**src/rtl/alu_pkg.sv**
```systemverilog
// Shared constants and types for the ALU operation sequencer: select codes,
// settle-counter width and the sequencer FSM state encoding.
package alu_pkg;

    localparam logic [2:0] ALU_AND = 3'b000;
    localparam logic [2:0] ALU_OR  = 3'b001;
    localparam logic [2:0] ALU_ADD = 3'b010;
    localparam logic [2:0] ALU_SUB = 3'b110;
    localparam logic [2:0] ALU_SLT = 3'b111;

    // Wide enough for the largest legal settle time (15 cycles).
    localparam int unsigned CNT_W = 4;

    typedef enum logic [1:0] {
        IDLE   = 2'd0,
        SETTLE = 2'd1,
        HOLD   = 2'd2
    } seq_state_t;

endpackage

```
**src/rtl/alu_settle_timer.sv**
```systemverilog
// Down-counter that times the ripple ALU settle window: load, decrement,
// and report done when the count is zero.
module alu_settle_timer
    import alu_pkg::*;
(
    input  logic             clk,
    input  logic             rst_n,
    input  logic             load,
    input  logic [CNT_W-1:0] load_value,
    input  logic             dec,
    output logic             done
);

    logic [CNT_W-1:0] count_reg;

    always_ff @(posedge clk) begin
        if (!rst_n) begin
            count_reg <= '0;
        end else if (load) begin
            count_reg <= load_value;
        end else if (dec && (count_reg != '0)) begin
            count_reg <= count_reg - 1'b1;
        end
    end

    assign done = (count_reg == '0);

endmodule

```
**src/rtl/alu_op_sequencer.sv**
```systemverilog
// Issues one operation at a time to an external ripple ALU, waits for it to
// settle, then holds the captured result until downstream takes it.
// Optional zero flag port is enabled by defining ALU_SEQ_ZERO_FLAG_EN.
module alu_op_sequencer
    import alu_pkg::*;
#(
    parameter int unsigned SETTLE_CYCLES = 2
) (
    input  logic        clk,
    input  logic        rst_n,
    input  logic        in_valid,
    output logic        in_ready,
    input  logic [31:0] op_a,
    input  logic [31:0] op_b,
    input  logic [2:0]  op_sel,
    output logic [31:0] alu_a,
    output logic [31:0] alu_b,
    output logic [2:0]  alu_sel,
    output logic        alu_less,
    input  logic [31:0] alu_result,
    input  logic        alu_cout,
    output logic        out_valid,
    input  logic        out_ready,
    output logic [31:0] result,
    output logic        cout
`ifdef ALU_SEQ_ZERO_FLAG_EN
    ,
    output logic        zero
`endif
);

    localparam logic [CNT_W-1:0] SETTLE_LOAD = CNT_W'(SETTLE_CYCLES - 1);

    seq_state_t  state_reg;
    seq_state_t  state_next;
    logic        accept;
    logic        capture;
    logic        retire;
    logic        settle_done;

    logic [31:0] alu_a_reg;
    logic [31:0] alu_b_reg;
    logic [2:0]  alu_sel_reg;
    logic [31:0] result_reg;
    logic        cout_reg;
    logic        out_valid_reg;

    alu_settle_timer u_timer (
        .clk        (clk),
        .rst_n      (rst_n),
        .load       (accept),
        .load_value (SETTLE_LOAD),
        .dec        (state_reg == SETTLE),
        .done       (settle_done)
    );

    always_ff @(posedge clk) begin
        if (!rst_n) begin
            state_reg <= IDLE;
        end else begin
            state_reg <= state_next;
        end
    end

    always_comb begin
        state_next = state_reg;
        accept     = 1'b0;
        capture    = 1'b0;
        retire     = 1'b0;
        case (state_reg)
            IDLE: begin
                if (in_valid) begin
                    accept     = 1'b1;
                    state_next = SETTLE;
                end
            end
            SETTLE: begin
                if (settle_done) begin
                    capture    = 1'b1;
                    state_next = HOLD;
                end
            end
            HOLD: begin
                if (out_ready) begin
                    retire     = 1'b1;
                    state_next = IDLE;
                end
            end
            default: state_next = IDLE;
        endcase
    end

    // Operands stay parked on the ALU inputs until the next acceptance.
    always_ff @(posedge clk) begin
        if (!rst_n) begin
            alu_a_reg     <= '0;
            alu_b_reg     <= '0;
            alu_sel_reg   <= '0;
            result_reg    <= '0;
            cout_reg      <= 1'b0;
            out_valid_reg <= 1'b0;
        end else begin
            if (accept) begin
                alu_a_reg   <= op_a;
                alu_b_reg   <= op_b;
                alu_sel_reg <= op_sel;
            end
            if (capture) begin
                result_reg    <= alu_result;
                cout_reg      <= alu_cout;
                out_valid_reg <= 1'b1;
            end else if (retire) begin
                out_valid_reg <= 1'b0;
            end
        end
    end

`ifdef ALU_SEQ_ZERO_FLAG_EN
    logic zero_reg;

    always_ff @(posedge clk) begin
        if (!rst_n) begin
            zero_reg <= 1'b0;
        end else if (capture) begin
            zero_reg <= (alu_result == 32'h0);
        end
    end

    assign zero = zero_reg;
`endif

    assign in_ready  = (state_reg == IDLE) && rst_n;
    assign alu_a     = alu_a_reg;
    assign alu_b     = alu_b_reg;
    assign alu_sel   = alu_sel_reg;
    assign alu_less  = (alu_sel_reg == ALU_SLT);
    assign result    = result_reg;
    assign cout      = cout_reg;
    assign out_valid = out_valid_reg;

endmodule
```
**config.mk**
```make
export PLATFORM = sky130hd
export DESIGN_NAME = alu_op_sequencer
export DESIGN_NICKNAME = d
export VERILOG_FILES = /design/src/rtl/alu_pkg.sv /design/src/rtl/alu_settle_timer.sv /design/src/rtl/alu_op_sequencer.sv
export SDC_FILE = /design/constraint.sdc
export NUM_CORES = 1
export LEC_CHECK = 0
export ABC_AREA = 1
export CORE_ASPECT_RATIO = 2
export CORE_MARGIN = 10
export CORE_UTILIZATION = 42
export DETAILED_ROUTE_END_ITERATION = 16
export GPL_TIMING_DRIVEN = 0
export PLACE_DENSITY = 0.93
export SLEW_MARGIN = 30
export SYNTH_ARGS = -nofsm -noshare
export SYNTH_HDL_FRONTEND = slang
export SYNTH_SLANG_ARGS = --single-unit
```
**constraint.sdc**
```tcl
create_clock -name clk -period 2.82 [get_ports clk]
set_clock_uncertainty 0.1 [all_clocks]
set_input_delay 0.282 -clock clk [delete_from_list [all_inputs] [get_ports clk]]
set_output_delay 0.282 -clock clk [all_outputs]
set_load 0.02 [all_outputs]
```
==> results.json <==
{
  "wl_met3_mm": 1.26,
  "path_class": "input port to output pin",
  "hp-class": "flop to flop",
  "post-cts-setup-buffers": 0,
  "rsz0062_at_grt": "no",
  "cp_num_cells": 4,
  "cts_root_buffer": "clkbuf_16",
  "met2_length_mm": 7.41,
  "antenna_cells": 0,
  "seqPwrFrac_pct": 44.0,
  "switching_share_pct": 29.4,
  "intPower_mw": 2.81,
  "wl_per_cell_um": 17.1,
  "switchingPower_mw": 1.17,
  "synth_edf_count": 0,
  "status": "complete, no violations",
  "antenna_found_initial": 0,
  "p_leak_nw": 2.49,
  "drtPass1Iterations": 5,
  "wl_mm": 13.8,
  "dp_hpwl_mm": 11.6,
  "nets": 807,
  "drc": 0,
  "cts_buffer_depth": 2,
  "ios": 207,
  "synthCells": 485,
  "fp.dieW_um": 87.9,
  "critPathMostFrequentCell": "clkdlybuf4s50_1",
  "clkSlewWorstSetupHoldPaths_ns": 0.06,
  "synth_cell_types": 25,
  "synth_seq_cells": 107,
  "dr.max_layer_used": "met4",
  "ys_warn_count": 0,
  "slew_headroom_pct": 70.3,
  "crit_path_max_incr_delay_ns": 0.62,
  "dieArea_um2": 13700,
  "worstHoldPathCells": 2,
  "finalWorstSetupSlack_ns": 0.796,
  "drv_cap": 0,
  "cp_top_family": "buffers and inverters",
  "area_growth_pct": 63.7,
  "start_util_pct": 42.9,
  "final_max_slew_viol_count": 0,
  "synthTopCellsByCount": "nor2_1, dfxtp_1, o21ai_0, clkbuf_1, nor2_2",
  "vdd_drop_max_mv": 0.390,
  "grt_pass1_wl_mm": 20.9,
  "cp_data_required_time_ns": 2.44,
  "synthFlopType": "dfxtp_1",
  "worst_slew_pin_slew_ns": 0.446,
  "r2r_cells": 6,
  "cts.sinks": 107,
  "p_clk_share_pct": 29.0,
  "synth_area_leader_cell": "dfxtp_1",
  "cp-start-kind": "input port",
  "vias": 4044,
  "die_h_um": 156,
  "gp_congestion": 0.825,
  "comb_power_share_pct": 27.0,
  "post_cts_resized": 0,
  "fin_crit_ns": 2.02,
  "first_global_vias": 4199,
  "fmax_mhz": 494,
  "endpoint_kind": "output pin",
  "numCtsBuffers": 9,
  "hold_violations": 0,
  "worstPathArrival_ns": 1.64,
  "hold_buffers": 0,
  "setup_violations": 0,
  "synth_area_leaders": "dfxtp_1, nor2_1, o21ai_0, nor2_2, buf_6",
  "row_count": 49,
  "cp_cell_sequence": "clkdlybuf4s50_1 > inv_1 > nor2_1 > clkdlybuf4s50_1",
  "ys_seq_area_share_pct": 55.4,
  "postSynth.asyncResetShare_pct": 0,
  "cp_slowest_cell": "clkdlybuf4s50_1",
  "gr-total-overflow": 0,
  "fin_tns_setup_ns": 0,
  "drt-initial-drc-count": 150,
  "core_area_um2": 9010,
  "cp.buffers_inverters": 3,
  "insertion_delay_ns": 0.34,
  "grt_usage_pct": 19.4,
  "yosysTopAreaCellShare_pct": 55.4,
  "drt-met1-wl_mm": 4.46,
  "htreeDepth": 3,
  "grt_max_degree": 17,
  "cts_tree": "yes",
  "routed_via_density": 5.00,
  "yosysMostFrequentCell": "nor2_1",
  "synth.avg_cell_area_um2": 7.98,
  "power_mw": 3.98,
  "period_share_pct": 71.8,
  "port_buffers": 206,
  "synth_nets": 590,
  "drtAntennaViolNets": 0,
  "syn_area_um2": 3870,
  "worstPathMaxFanout": 6,
  "drive_above_1_share_pct": 7.36,
  "power_density_nw_per_um2": 629,
  "pre_cts_ws_ns": 0.782
}
-- tightest hold or removal path, stage by stage, from the launching register on --
cell	delay, ns
dfxtp_1	0.31
nand2_1	0.06
a21oi_1	0.06
-- final cells by class --
cell class | instances | area [um2]
fillers | 686 | 2680
flip-flops and latches | 107 | 2140
repair buffers | 206 | 2060
multi-input cells | 337 | 1500
clock buffers | 13 | 250
plain buffers | 31 | 191
well taps | 102 | 128
inverters | 10 | 38.8
clock inverters | 3 | 23.8
-- layer usage --
layer	vias to the layer above	global-route usage, %
li1	1984	-
met1	1832	17.3
met2	189	36.0
met3	39	6.17
met4	0	11.5
met5	-	0
-- placed cells by master, fill, tap and decap left out, drive strengths merged --
| cell | count |
|---|---|
| nor2 | 212 |
| inv | 9 |
| nand2 | 9 |
| a21boi | 1 |
| clkdlybuf4s50 | 206 |
| nand4 | 1 |
| and3 | 1 |
| buf | 18 |
| clkbuf | 26 |
| a21oi | 4 |
| xor2 | 1 |
| nand3b | 1 |
| ha | 1 |
| nand3 | 5 |
| clkinv | 2 |
| o21ai | 101 |
| dfxtp | 107 |
| clkinvlp | 2 |
-- power groups by stage --
stage	sequential, mW	combinational [mW]	clock [mW]
detailed placement	1.79	1.09	0
finish	1.75	1.08	1.16
global placement	1.77	1.05	0
global route	1.77	1.17	1.24
CTS	1.75	1.09	1.17
floorplan	1.96	0.345	0
-- worst paths after layout --
| path | to | from | slack (ns) |
|---|---|---|---|
| max | in_ready | rst_n | 0.80 |
| min | out_valid | out_valid | 0.37 |
| max reg2reg | result[10] | u_timer.count_reg[0] | 1.23 |
| min reg2reg | out_valid | out_valid | 0.37 |
-- per-stage QoR --
stage                     util (%)  hold slack, ns  std cells  cell area, um2
after CTS                     70.3           0.377        809            6330
after global routing          70.3           0.401        809            6330
after global placement        67.2           0.358        793            6060
final                         70.3           0.372        809            6330
after floorplan                  -           0.328        485            3870
after detailed placement      67.2           0.366        793            6060
-- kinds of logic (layout without fill, tap and decap cells) --
| kind of cell | after synthesis | in the layout | share of synthesized area, % |
|---|---|---|---|
| AOI/OAI and AO/OA | 106 | 106 | 13.8 |
| xor gates and xnor gates | 1 | 1 | 0.226 |
| adders and majority gates | 1 | 1 | 0.323 |
| buffers and inverters | 41 | 263 | 5.95 |
| DFF | 107 | 107 | 55.4 |
| and+or+nand+nor | 229 | 229 | 24.4 |
Power figures use the tool's default switching activity.
